--- src/rtl/hs_multi_seeker.sv ---
// Parallel 2-bit sync-header seeker: each seeker hunts over its own slice of frame offsets,
// and the first to lock wins and stays the winner until it drops lock.
module hs_multi_seeker #(
    parameter int FRAME_W     = 66,
    parameter int NUM_SEEKERS = 2,
    parameter int BUF_W       = 194,
    parameter int LOCK_CNT    = 32,
    parameter int UNLOCK_CNT  = 16,
    parameter int POS_W       = 7,
    localparam int WIN_W      = (NUM_SEEKERS > 1) ? $clog2(NUM_SEEKERS) : 1
) (
    input  logic                   clk_i,
    input  logic                   rst_i,
    input  logic [BUF_W-1:0]       gbox_buffer,
    input  logic                   buffer_dv,
    input  logic                   force_resync,
    output logic                   is_synced,
    output logic [POS_W-1:0]       offset_pos,
    output logic [WIN_W-1:0]       winner_idx,
    output logic [NUM_SEEKERS-1:0] seeker_locked,
    output logic                   sync_lost
);

    localparam int SPAN   = FRAME_W / NUM_SEEKERS;
    localparam int GOOD_W = $clog2(LOCK_CNT + 1);
    localparam int BAD_W  = $clog2(UNLOCK_CNT + 1);

    typedef enum logic [1:0] {SEARCH = 2'd0, VERIFY = 2'd1, LOCKED = 2'd2} seek_state_t;

    seek_state_t        state_q [NUM_SEEKERS];
    seek_state_t        state_d [NUM_SEEKERS];
    logic [POS_W-1:0]   pos_q   [NUM_SEEKERS];
    logic [POS_W-1:0]   pos_d   [NUM_SEEKERS];
    logic [GOOD_W-1:0]  good_q  [NUM_SEEKERS];
    logic [GOOD_W-1:0]  good_d  [NUM_SEEKERS];
    logic [BAD_W-1:0]   bad_q   [NUM_SEEKERS];
    logic [BAD_W-1:0]   bad_d   [NUM_SEEKERS];
    logic [NUM_SEEKERS-1:0] hdr_ok;

    logic [NUM_SEEKERS-1:0] locked_now;
    logic                   any_locked;
    logic                   cur_ok;
    logic [WIN_W-1:0]       win_next;
    logic [POS_W-1:0]       offset_next;

    generate
        if (BUF_W > FRAME_W + 1) begin : g_unused
            logic unused_buf;
            assign unused_buf = ^gbox_buffer[BUF_W-1:FRAME_W+1];
        end
    endgenerate

    function automatic logic [POS_W-1:0] advance(input logic [POS_W-1:0] pos, input int k);
        if (pos == POS_W'(k * SPAN + SPAN - 1))
            return POS_W'(k * SPAN);
        return pos + POS_W'(1);
    endfunction

    // Header mux: constant indices only, one compare per owned offset.
    always_comb begin
        hdr_ok = '0;
        for (int k = 0; k < NUM_SEEKERS; k++) begin
            for (int j = 0; j < SPAN; j++) begin
                if (pos_q[k] == POS_W'(k * SPAN + j))
                    hdr_ok[k] = gbox_buffer[k * SPAN + j + 1] ^ gbox_buffer[k * SPAN + j];
            end
        end
    end

    always_ff @(posedge clk_i) begin
        for (int k = 0; k < NUM_SEEKERS; k++) begin
            if (rst_i) begin
                state_q[k] <= SEARCH;
                pos_q[k]   <= POS_W'(k * SPAN);
                good_q[k]  <= '0;
                bad_q[k]   <= '0;
            end else begin
                state_q[k] <= state_d[k];
                pos_q[k]   <= pos_d[k];
                good_q[k]  <= good_d[k];
                bad_q[k]   <= bad_d[k];
            end
        end
    end

    always_comb begin
        for (int k = 0; k < NUM_SEEKERS; k++) begin
            state_d[k] = state_q[k];
            pos_d[k]   = pos_q[k];
            good_d[k]  = good_q[k];
            bad_d[k]   = bad_q[k];
            if (force_resync) begin
                state_d[k] = SEARCH;
                pos_d[k]   = POS_W'(k * SPAN);
                good_d[k]  = '0;
                bad_d[k]   = '0;
            end else if (buffer_dv) begin
                case (state_q[k])
                    SEARCH: begin
                        if (hdr_ok[k]) begin
                            good_d[k]  = GOOD_W'(1);
                            bad_d[k]   = '0;
                            state_d[k] = (LOCK_CNT == 1) ? LOCKED : VERIFY;
                        end else begin
                            pos_d[k] = advance(pos_q[k], k);
                        end
                    end
                    VERIFY: begin
                        if (hdr_ok[k]) begin
                            good_d[k] = good_q[k] + GOOD_W'(1);
                            if (good_q[k] + GOOD_W'(1) == GOOD_W'(LOCK_CNT)) begin
                                state_d[k] = LOCKED;
                                bad_d[k]   = '0;
                            end
                        end else begin
                            state_d[k] = SEARCH;
                            pos_d[k]   = advance(pos_q[k], k);
                            good_d[k]  = '0;
                        end
                    end
                    LOCKED: begin
                        if (hdr_ok[k]) begin
                            bad_d[k] = '0;
                        end else if (bad_q[k] + BAD_W'(1) == BAD_W'(UNLOCK_CNT)) begin
                            state_d[k] = SEARCH;
                            pos_d[k]   = advance(pos_q[k], k);
                            good_d[k]  = '0;
                            bad_d[k]   = '0;
                        end else begin
                            bad_d[k] = bad_q[k] + BAD_W'(1);
                        end
                    end
                    default: begin
                        state_d[k] = SEARCH;
                        pos_d[k]   = POS_W'(k * SPAN);
                        good_d[k]  = '0;
                        bad_d[k]   = '0;
                    end
                endcase
            end
        end
    end

    // Sticky arbitration: keep the current winner while it stays locked.
    always_comb begin
        locked_now = '0;
        for (int k = 0; k < NUM_SEEKERS; k++)
            locked_now[k] = (state_q[k] == LOCKED);
        any_locked = |locked_now;
        cur_ok = 1'b0;
        for (int k = 0; k < NUM_SEEKERS; k++)
            if (WIN_W'(k) == winner_idx && locked_now[k])
                cur_ok = 1'b1;
        win_next = winner_idx;
        if (!cur_ok)
            for (int k = NUM_SEEKERS - 1; k >= 0; k--)
                if (locked_now[k])
                    win_next = WIN_W'(k);
        offset_next = offset_pos;
        if (any_locked)
            for (int k = 0; k < NUM_SEEKERS; k++)
                if (WIN_W'(k) == win_next)
                    offset_next = pos_q[k];
    end

    always_ff @(posedge clk_i) begin
        if (rst_i) begin
            is_synced     <= 1'b0;
            offset_pos    <= '0;
            winner_idx    <= '0;
            seeker_locked <= '0;
            sync_lost     <= 1'b0;
        end else begin
            is_synced     <= any_locked;
            offset_pos    <= offset_next;
            winner_idx    <= win_next;
            seeker_locked <= locked_now;
            sync_lost     <= is_synced & ~any_locked;
        end
    end

endmodule

--- config.mk ---
export PLATFORM = sky130hd
export DESIGN_NAME = hs_multi_seeker
export DESIGN_NICKNAME = d
export VERILOG_FILES = /design/src/rtl/hs_multi_seeker.sv
export SDC_FILE = /design/constraint.sdc
export NUM_CORES = 1
export LEC_CHECK = 0
export ABC_AREA = 0
export CAP_MARGIN = 40
export CORE_MARGIN = 3
export CORE_UTILIZATION = 30
export DETAILED_ROUTE_END_ITERATION = 10
export HOLD_SLACK_MARGIN = 0.03
export PLACE_DENSITY = 0.57
export SETUP_SLACK_MARGIN = 0.5
export SLEW_MARGIN = 25
export SYNTH_ARGS = -nofsm -noshare
export SYNTH_HDL_FRONTEND = slang
export SYNTH_SLANG_ARGS = --single-unit
--- constraint.sdc ---
create_clock -name clk_i -period 8.79 [get_ports clk_i]
set_input_delay 1.758 -clock clk_i [delete_from_list [all_inputs] [get_ports clk_i]]
set_output_delay 1.758 -clock clk_i [all_outputs]
set_load 0.01 [all_outputs]
==> impl_metrics.toml <==
[worst_setup_path]
slowest_stage = "o31ai_4"
path_delay_family = "compound AO/OA/AOI/OAI gates"
crit_fanout = 17
required_ns = 9.02
cp-start-kind = "input port"
crit_chain = "clkdlybuf4s50_1 > xnor2_1 > a2111oi_2 > a2111oi_2 > a21oi_1 > a22oi_1 > nand2_1 > o31ai_4 > nor2_1 > a211oi_4 > a22o_1"
cp_data_arrival_time_ns = 5.08
cp_common_cell = "a2111oi_2"
endpoint_kind = "flop"
slowest_delay_ns = 0.72
path_class = "in2reg"
critPathBufInv = 1

[timing]
fin_setup_tns_ns = 0
min_period_ns = 4.84
setup_viol = 0
period_share_pct = 55.1
clock_skew_ns = 0.0108
worstMarginPinSlew_ns = 0.783
grt_setup_unrepaired = "false"
final.setup.worst_slack_ns = 3.95
relSlewSlack_pct = 47.8
max_freq_mhz = 207
slew_viol_final = 0
finalHoldViolCount = 0

[global_route]
grt_util_all_layers_pct = 15.9
grt_overflow = 0
grt_max_degree = 22
grt_antenna_before_repair = 0
grt_pass1_wl_um = 22200
grt_pass1_vias = 4604

[final_layout]
final_layout_size_suffix_gt1_share_pct = 3.79
final_nets = 869
final_core_utilization_pct = 38.3
n_antenna_cell = 0
area_growth_pct = 23.8
postLayoutCellArea_um2 = 5610

[clock_tree]
clock-sinks = 52
post_cts_resized = 0
clk_path_buf_depth = 2
postCtsHoldBufs = 0
clkLatencyLatePin_ns = 0.30
clkSlewWorstSetupHoldPaths_ns = 0.07
cts-root-buf = "clkbuf_16"
cts_max_level = 2
cts_buffers = 5
cts_tree = "yes"
post_cts_buffers = 0

[routing]
ant_nets = 0
route.vias.total = 4734
post_drt_wl_per_cell_um = 16.0
drt_iter0_drc = 279
wirelength_um = 13500
viasPerCell = 5.61
drc = 0
firstDrtPassIters = 5

[die]
die-area_um2 = 16600
fp.dieW_um = 129
rows = 44
io_pins = 210
die_h_um = 129
core_area_um2 = 14600
initial_core_util_pct = 30.9

[yosys]
synth_nets = 811
ys_top_cells_by_area = "dfxtp_1, xnor2_1, xor2_1"
synth_cell_types = 72
synth-seq-cells = 52
ys_seq_area_share_pct = 23.0
synthFlopType = "dfxtp_1"
synth_edf_count = 0
synthCells = 601
yosys_warnings = 0
synth_top_area_share_pct = 23.0
avgSynthCellArea_um2 = 7.54
async_flop_share_pct = 0
synth_top_cell_by_area = "dfxtp_1"
syn_area_um2 = 4530

[pwr]
ir_worst_vdd_v = 0.000101
p_leak_nw = 1.93
total_power_uw = 623
power_density_nw_per_um2 = 111

[placed_design]
dp_hpwl_um = 10200
dp_slack_ns = 3.69
gp_congestion = 0.911
portBuffers = 82
place_area_um2 = 5440

[status]
status = "finished, final reports clean"

[run]
drv_cap = 0

[worst_hold_path]
min_path_type = "reg2reg"
## Yosys cell counts, drive strengths merged, types with 11 or more instances
cell type  number
a211oi         14
a21o           14
a21oi          45
buf            19
clkbuf         14
dfxtp          52
ha             12
inv            17
nand2          52
nand2b         11
nand3          24
nor2           60
nor2b          14
nor3           15
o21ai          31
xnor2          34
xor2           31
## stage by stage
| step | hold slack [ns] | cells |
|---|---|---|
| after global routing | 0.507 | 844 |
| final | 0.482 | 844 |
| after CTS | 0.484 | 843 |
| after floorplan | 0.466 | 601 |
| after global placement | 0.468 | 834 |
| after detailed placement | 0.465 | 835 |
## final timing paths
| check | from | to | slack [ns] | depth (start not counted) |
|---|---|---|---|---|
| max reg2reg | pos_q[1][0]$_SDFFE_PP1P_ | good_q[1][5]$_SDFFE_PP0P_ | 4.81 | 11 |
| min | is_synced$_SDFF_PP0_ | sync_lost$_SDFF_PP0_ | 0.48 | 1 |
| min reg2reg | is_synced$_SDFF_PP0_ | sync_lost$_SDFF_PP0_ | 0.48 | 1 |
| max | gbox_buffer[29] | good_q[0][5]$_SDFFE_PP0P_ | 3.95 | 11 |
## layer usage
layer / track usage (%) / vias to the layer above / share of wire [%] / wire (um)
li1: - / 2330 / - / -
met1: 21.5 / 2237 / 47 / 6310
met2: 26.8 / 150 / 46 / 6260
met3: 2.53 / 17 / 5.7 / 768
met4: 3.03 / 0 / 1.4 / 195
met5: 0 / - / 0 / 0
## cell families after synthesis
group,Yosys count,synth area share [%]
XOR/XNOR,65,12.6
buffers and inverters,50,4.86
flip-flops,52,23.0
AND/OR/NAND/NOR,216,23.3
multiplexers,5,1.10
adder cells (fa/ha/maj),13,3.53
AO/OA/AOI/OAI,200,31.6
## layout by cell type, fill, tap and decap left out, types with 6 or more instances in the layout
cell type        count
clkdlybuf4s50_1     82
nor2_1              60
nand2_1             52
dfxtp_1             52
a21oi_1             45
xnor2_1             34
xor2_1              31
nand3_1             23
o21ai_0             22
inv_1               17
nor2b_1             14
a21o_1              14
a211oi_1            13
nor3_1              13
ha_1                12
nand2b_1            11
or3_1                9
o21ai_1              9
a31oi_1              9
nand3b_1             6
o22ai_1              6
and2_1               6
a22oi_1              6
o31ai_1              6
## layout make-up
class                           count  area, um^2
Timing Repair Buffer               84         840
Fill cell                        1520        9030
Inverter                           17        63.8
Multi-Input combinational cell    499        3270
Clock inverter                      2        35.0
Sequential cell                    52        1040
Clock buffer                        6         129
Tap cell                          184         230
## state kept, by name (all words and copies together) (netlist names)
signal         cells
winner_idx         1
bad_q             10
state_q            4
seeker_locked      2
pos_q             14
sync_lost          1
is_synced          1
good_q            12
offset_pos         7
## power breakdown
group          switching [mW]  total (mW)  internal [mW]
combinational          0.0816       0.156         0.0748
clock                  0.0889       0.223          0.134
sequential            0.00551       0.244          0.238
total                   0.176       0.623          0.447
(Power assumes the default switching activity.)
